**src/rtl/stmt_lowerer_pkg.sv**
```systemverilog
// Shared types and helpers for the range-dispatch lowering fixture.
// Bound vectors are zero-extended to a fixed width so one helper serves any parameterisation.
package stmt_lowerer_pkg;

    typedef enum logic [1:0] {
        IDLE = 2'd0,
        BUSY = 2'd1,
        EMIT = 2'd2
    } dispatch_state_e;

    localparam int BOUND_VEC_W = 1024;
    localparam int BOUND_W     = 32;

    // Returns field k of width w from a packed bound vector.
    function automatic logic [BOUND_W-1:0] bound_at(input logic [BOUND_VEC_W-1:0] vec,
                                                    input int k, input int w);
        logic [BOUND_VEC_W-1:0] shifted;
        logic [BOUND_W-1:0]     mask;
        shifted = vec >> (k * w);
        mask    = (w >= BOUND_W) ? '1 : ((BOUND_W'(1) << w) - BOUND_W'(1));
        return shifted[BOUND_W-1:0] & mask;
    endfunction

endpackage

```
**src/rtl/stmt_lowerer_range_match.sv**
```systemverilog
// Combinational range classifier: the lowest-index channel whose inclusive range holds the select wins.
module stmt_lowerer_range_match
    import stmt_lowerer_pkg::*;
#(
    parameter int SEL_W      = 8,
    parameter int NUM_CH     = 4,
    parameter int CH_W       = 2,
    parameter int DEFAULT_CH = 0
) (
    input  logic [SEL_W-1:0]        i_sel,
    input  logic [NUM_CH*SEL_W-1:0] i_lo_bounds,
    input  logic [NUM_CH*SEL_W-1:0] i_hi_bounds,
    output logic [CH_W-1:0]         o_ch,
    output logic                    o_miss
);

    // Descending walk: later (lower-index) hits overwrite earlier ones.
    always_comb begin : match_loop
        logic [SEL_W-1:0] v_lo;
        logic [SEL_W-1:0] v_hi;
        o_ch   = CH_W'(DEFAULT_CH);
        o_miss = 1'b1;
        v_lo   = '0;
        v_hi   = '0;
        for (int k = NUM_CH - 1; k >= 0; k--) begin
            v_lo = SEL_W'(bound_at(BOUND_VEC_W'(i_lo_bounds), k, SEL_W));
            v_hi = SEL_W'(bound_at(BOUND_VEC_W'(i_hi_bounds), k, SEL_W));
            // An inverted range is treated as empty rather than relying on tool-specific inside semantics.
            if ((v_lo <= v_hi) && (i_sel inside {[v_lo:v_hi]})) begin
                o_ch   = CH_W'(k);
                o_miss = 1'b0;
            end
        end
    end

endmodule

```
**src/rtl/stmt_lowerer_range_dispatch.sv**
```systemverilog
// Range-dispatch block: classify on accept, hold HOLD_CYCLES, emit over valid/ready, count emits.
module stmt_lowerer_range_dispatch
    import stmt_lowerer_pkg::*;
#(
    parameter int                       SEL_W       = 8,
    parameter int                       DATA_W      = 8,
    parameter int                       NUM_CH      = 4,
    parameter int                       CNT_W       = 16,
    parameter int                       HOLD_CYCLES = 3,
    parameter logic [SEL_W-1:0]         SEL_MASK    = 8'hFF,
    parameter logic [NUM_CH*SEL_W-1:0]  LO_BOUNDS   = {8'h30, 8'h1D, 8'h10, 8'h00},
    parameter logic [NUM_CH*SEL_W-1:0]  HI_BOUNDS   = {8'h4F, 8'h23, 8'h1F, 8'h00},
    parameter int                       DEFAULT_CH  = 0,
    localparam int                      CH_W        = (NUM_CH > 1) ? $clog2(NUM_CH) : 1
) (
    input  logic                    clk,
    input  logic                    rst,
    input  logic                    in_valid,
    output logic                    in_ready,
    input  logic [SEL_W-1:0]        in_sel,
    input  logic [DATA_W-1:0]       in_data,
    output logic                    out_valid,
    input  logic                    out_ready,
    output logic [CH_W-1:0]         out_ch,
    output logic                    out_miss,
    output logic [DATA_W-1:0]       out_data,
    input  logic                    cnt_clr,
    output logic [NUM_CH*CNT_W-1:0] hit_cnt,
    output logic [CNT_W-1:0]        miss_cnt
);

    localparam int                HOLD_W    = (HOLD_CYCLES > 1) ? $clog2(HOLD_CYCLES) : 1;
    localparam logic [HOLD_W-1:0] HOLD_INIT = (HOLD_CYCLES > 0) ? HOLD_W'(HOLD_CYCLES - 1) : '0;

    dispatch_state_e     r_state;
    dispatch_state_e     w_next_state;
    logic [HOLD_W-1:0]   r_hold;
    logic [CH_W-1:0]     r_ch;
    logic                r_miss_flag;
    logic [DATA_W-1:0]   r_data;
    logic [CNT_W-1:0]    r_hit [NUM_CH];
    logic [CNT_W-1:0]    r_miss_cnt;
    logic [SEL_W-1:0]    w_sel;
    logic [CH_W-1:0]     w_ch;
    logic                w_miss;
    logic                w_accept;
    logic                w_emit;

    assign w_sel    = in_sel & SEL_MASK;
    assign w_accept = in_valid && in_ready;
    assign w_emit   = out_valid && out_ready;

    stmt_lowerer_range_match #(
        .SEL_W      (SEL_W),
        .NUM_CH     (NUM_CH),
        .CH_W       (CH_W),
        .DEFAULT_CH (DEFAULT_CH)
    ) u_match (
        .i_sel       (w_sel),
        .i_lo_bounds (LO_BOUNDS),
        .i_hi_bounds (HI_BOUNDS),
        .o_ch        (w_ch),
        .o_miss      (w_miss)
    );

    always_ff @(posedge clk) begin
        if (rst) r_state <= IDLE;
        else     r_state <= w_next_state;
    end

    always_comb begin
        w_next_state = r_state;
        case (r_state)
            IDLE:    if (in_valid) w_next_state = (HOLD_CYCLES == 0) ? EMIT : BUSY;
            BUSY:    if (r_hold == '0) w_next_state = EMIT;
            EMIT:    if (out_ready) w_next_state = IDLE;
            default: w_next_state = IDLE;
        endcase
    end

    always_comb begin
        in_ready  = (r_state == IDLE);
        out_valid = (r_state == EMIT);
    end

    always_ff @(posedge clk) begin
        if (rst) begin
            r_hold <= '0;
        end else if (w_accept) begin
            r_hold <= HOLD_INIT;
        end else if ((r_state == BUSY) && (r_hold != '0)) begin
            r_hold <= r_hold - HOLD_W'(1);
        end
    end

    // Classification and payload are frozen at accept and only move on the next accept.
    always_ff @(posedge clk) begin
        if (rst) begin
            r_ch        <= '0;
            r_miss_flag <= 1'b0;
            r_data      <= '0;
        end else if (w_accept) begin
            r_ch        <= w_ch;
            r_miss_flag <= w_miss;
            r_data      <= in_data;
        end
    end

    assign out_ch   = r_ch;
    assign out_miss = r_miss_flag;
    assign out_data = r_data;

    // Clear has priority over a coincident emit; counts stick at all-ones.
    always_ff @(posedge clk) begin
        if (rst || cnt_clr) begin
            r_miss_cnt <= '0;
            for (int k = 0; k < NUM_CH; k++) r_hit[k] <= '0;
        end else if (w_emit) begin
            if (r_miss_flag) begin
                if (r_miss_cnt != '1) r_miss_cnt <= r_miss_cnt + CNT_W'(1);
            end else begin
                for (int k = 0; k < NUM_CH; k++) begin
                    if ((r_ch == CH_W'(k)) && (r_hit[k] != '1)) r_hit[k] <= r_hit[k] + CNT_W'(1);
                end
            end
        end
    end

    always_comb begin
        hit_cnt = '0;
        for (int k = 0; k < NUM_CH; k++) hit_cnt[k*CNT_W +: CNT_W] = r_hit[k];
    end

    assign miss_cnt = r_miss_cnt;

endmodule

```
**config.mk**
```make
export PLATFORM = sky130hd
export DESIGN_NAME = stmt_lowerer_range_dispatch
export DESIGN_NICKNAME = d
export VERILOG_FILES = /design/src/rtl/stmt_lowerer_pkg.sv /design/src/rtl/stmt_lowerer_range_match.sv /design/src/rtl/stmt_lowerer_range_dispatch.sv
export SDC_FILE = /design/constraint.sdc
export NUM_CORES = 1
export LEC_CHECK = 0
export BUFFER_PORTS_ARGS = -buffer_cell sky130_fd_sc_hd__buf_2
export CAP_MARGIN = 20
export CORE_ASPECT_RATIO = 1.1
export CORE_MARGIN = 2
export CORE_UTILIZATION = 35
export DETAILED_ROUTE_END_ITERATION = 16
export PLACE_DENSITY = 0.65
export SKIP_LAST_GASP = 1
export SYNTH_ARGS = -nofsm -noshare
export SYNTH_HDL_FRONTEND = slang
export SYNTH_SLANG_ARGS = --single-unit
export TNS_END_PERCENT = 1
```
**constraint.sdc**
```tcl
create_clock -name clk -period 3.2 [get_ports clk]
set_clock_uncertainty 0.15 [all_clocks]
set_input_delay 0.32 -clock clk [delete_from_list [all_inputs] [get_ports clk]]
set_output_delay 0.32 -clock clk [all_outputs]
set_load 0.005 [all_outputs]
```
==> results.yml <==
finish:
  fin_nets: 648
  design_area_um2: 6070
  drive_gt1_share_pct: 22.7
  final_core_util_pct: 43.8
  fin_cells: 815
  fill_cells: 1372
  synthToLayoutAreaGrowth_pct: 22.1
placement:
  dp_cells: 798
  placed_cell_area_um2: 5730
  place_hpwl_um: 8410
  place.gp.congestion: 0.818
  portBuffers: 113
drt:
  drc_errors: 0
  detail-route-antenna-nets: 0
  viasPerCell: 5.13
  first_pass_iters: 4
  first_iter_violations: 191
  postRouteWirelength_um: 11700
  wire_per_inst_um: 14.3
  vias: 4184
sta:
  period_share_pct: 75.2
  hold_viol_final: 0
  slew_viol_final: 0
  max_freq_ghz: 0.416
  rsz0062_at_grt: "no"
  tns_ns: 0
  period_minus_slack_ns: 2.41
  worst-slew-pin-transition_ns: 0.794
  slew_headroom_pct: 46.6
  setup_viol: 0
cts:
  cts_buffers: 9
  cts_root_buf: "clkbuf_16"
  path_clk_slew_ns: 0.06
  clock_latency_ns: 0.35
  cts_tree: "yes"
  cts_setup_buffers: 0
  htree_levels: 3
  cts_sinks: 95
  post_cts_resized: 0
  clock_path_buffers: 2
  postCtsHoldBufs: 0
logic_synthesis:
  synth_top_cell_by_area: "edfxtp_1"
  yosysWarningCount: 0
  synth-xor-area-share_pct: 9.16
  synth.most_common_cell: "nor2_1"
  synth_top_area_share_pct: 38.7
  ys_seq_area_share_pct: 51.2
  synthCells: 510
  synth_common_cells: "78 x nor2_1, 64 x edfxtp_1, 51 x nand2_1, 31 x dfxtp_1, 31 x xnor2_1"
  synth_fp_nets: 537
  synth.area.top_cells: "edfxtp_1 39%, dfxtp_1 12%, nor2_1 5.9%"
  muxShareOfSynthArea_pct: 0.428
  synth_top_family_by_area: "simple AND/OR/NAND/NOR gates"
  synth_compound_area_share_pct: 9.74
  synth_area_um2: 4970
  ys_types: 55
  ys_ff_latch: 95
  synthAdderAreaFrac_pct: 1.51
  ys_async_sr_fraction_pct: 0
  synth-simple-area-share_pct: 25.2
  synth_ff_type: "edfxtp_1"
  synth_enable_flop_cells: 64
  syn_avg_cell_area_um2: 9.74
setup_path:
  reg2reg_to: "r_hit[3][4]"
  critical_path_arrival_ns: 2.23
  critPathLaunchType: "flip-flop"
  r2r_start: "r_hit[3][0]"
  slowest_stage: "a21o_1"
  critPathMaxFanout: 16
  crit_chain: "ha_1, and4_1, and3_1, a31oi_1, a21o_1"
  rr_worst_depth: 5
  end_kind: "flip-flop"
  crit_type: "reg -> reg"
  critPathMaxStageDelay_ns: 0.56
  rrSetupSlack_ns: 0.79
  required_ns: 3.03
global_routing:
  grt_max_degree: 20
  grt_pass1_vias: 3749
  grt_overflow: 0
  grt_pass1_wl_um: 18600
  grt_use_total_pct: 15.1
  antenna_found_initial: 0
floorplanning:
  start_util_pct: 35.9
  row_count: 45
  ios: 114
  die_y_um: 129
  die_x_um: 118
  die-area_um2: 15200
  core_area_um2: 13900
power:
  pwr_density_cell_nw_per_um2: 471
  leakage_uw: 0.00230
  ir_worst_vdd_mv: 0.219
hold_path:
  min_to: "out_data[4]"
  hp-start: "in_data[4]"
  whs_path_depth: 3
  hold_path.class: "in -> reg"
run_status:
  outcome: "finished, final reports clean"
run:
  cap_violations: 0
## metal layers
metal | track usage [%] | vias to the layer above | part of all wire, %
met5 | 0 | - | 0
met4 | 6.59 | 0 | 1.9
met3 | 3.46 | 14 | 5.3
met2 | 23.9 | 94 | 46
met1 | 20.0 | 1973 | 47
li1 | - | 2103 | -
## cells by family after synthesis
group	Yosys count
simple gates	249
flops	95
compound gates	72
xor+xnor	52
buf+inv	34
fa+ha+maj	6
mux	2
## critical path, delay by kind of cell, from the launching register on
family / cells / cell delay (ns)
AO/OA/AOI/OAI: 2 / 0.72
adder cells (fa/ha/maj): 1 / 0.27
AND/OR/NAND/NOR: 2 / 0.46
flip-flops: 1 / 0.45
## metrics by stage
step                hold slack [ns]  setup slack [ns]  power [µW]
floorplan                     0.303             0.302        1560
global placement              0.290             0.881        1650
detailed placement            0.298             0.766        1660
CTS                          0.0441             0.762        2900
global route                 0.0530             0.574        2980
finish                       0.0596             0.795        2860
## sequential cells by signal (all words and copies together) (netlist names)
name and cells:
miss_cnt 16, out_miss 1, r_state 2, out_data 8, out_ch 2, r_hit 64
r_hold 2
## where the power goes
part	internal [µW]	switching, µW	total, µW
registers	1360	65.4	1420
clock network	758	469	1230
logic	95.1	114	209
total	2210	648	2860
## layout make-up
type / count / area [µm²] / share of cell area (%)
diodes: 1 / 2.50 / 0.0412
clock buffers: 9 / 225 / 3.71
clock inverters: 7 / 111 / 1.83
inverters: 17 / 63.8 / 1.05
multi-input cells: 381 / 2290 / 37.8
flip-flops and latches: 95 / 2540 / 41.9
well taps: 188 / 235 / 3.88
repair buffers: 117 / 596 / 9.81
## placed cells by master, fill, tap and decap left out, types with 6 or more instances in the layout
cell       count
dfxtp_1       31
or3_1         15
ha_1           6
nor4_1        14
nor2_1        78
and4_1         8
buf_2        113
nand4_1       19
nand2_1       51
inv_1         17
clkbuf_16      9
a21oi_1       24
xor2_1        21
o21ai_0       11
nand3_1       26
edfxtp_1      64
nor3_1        12
xnor2_1       31
## worst max path at each step
stage,start,to,slack [ns],depth (start not counted)
after floorplan,r_hit[2][0],r_hit[2][0],0.30,5
after global placement,r_hit[3][0],r_hit[3][7],0.88,5
after detailed placement,r_hit[3][0],r_hit[3][8],0.77,5
after CTS,r_hit[3][0],r_hit[3][0],0.76,5
after global routing,r_hit[1][0],r_hit[1][11],0.57,5
final,r_hit[3][0],r_hit[3][4],0.79,5
(Power assumes the default switching activity.)
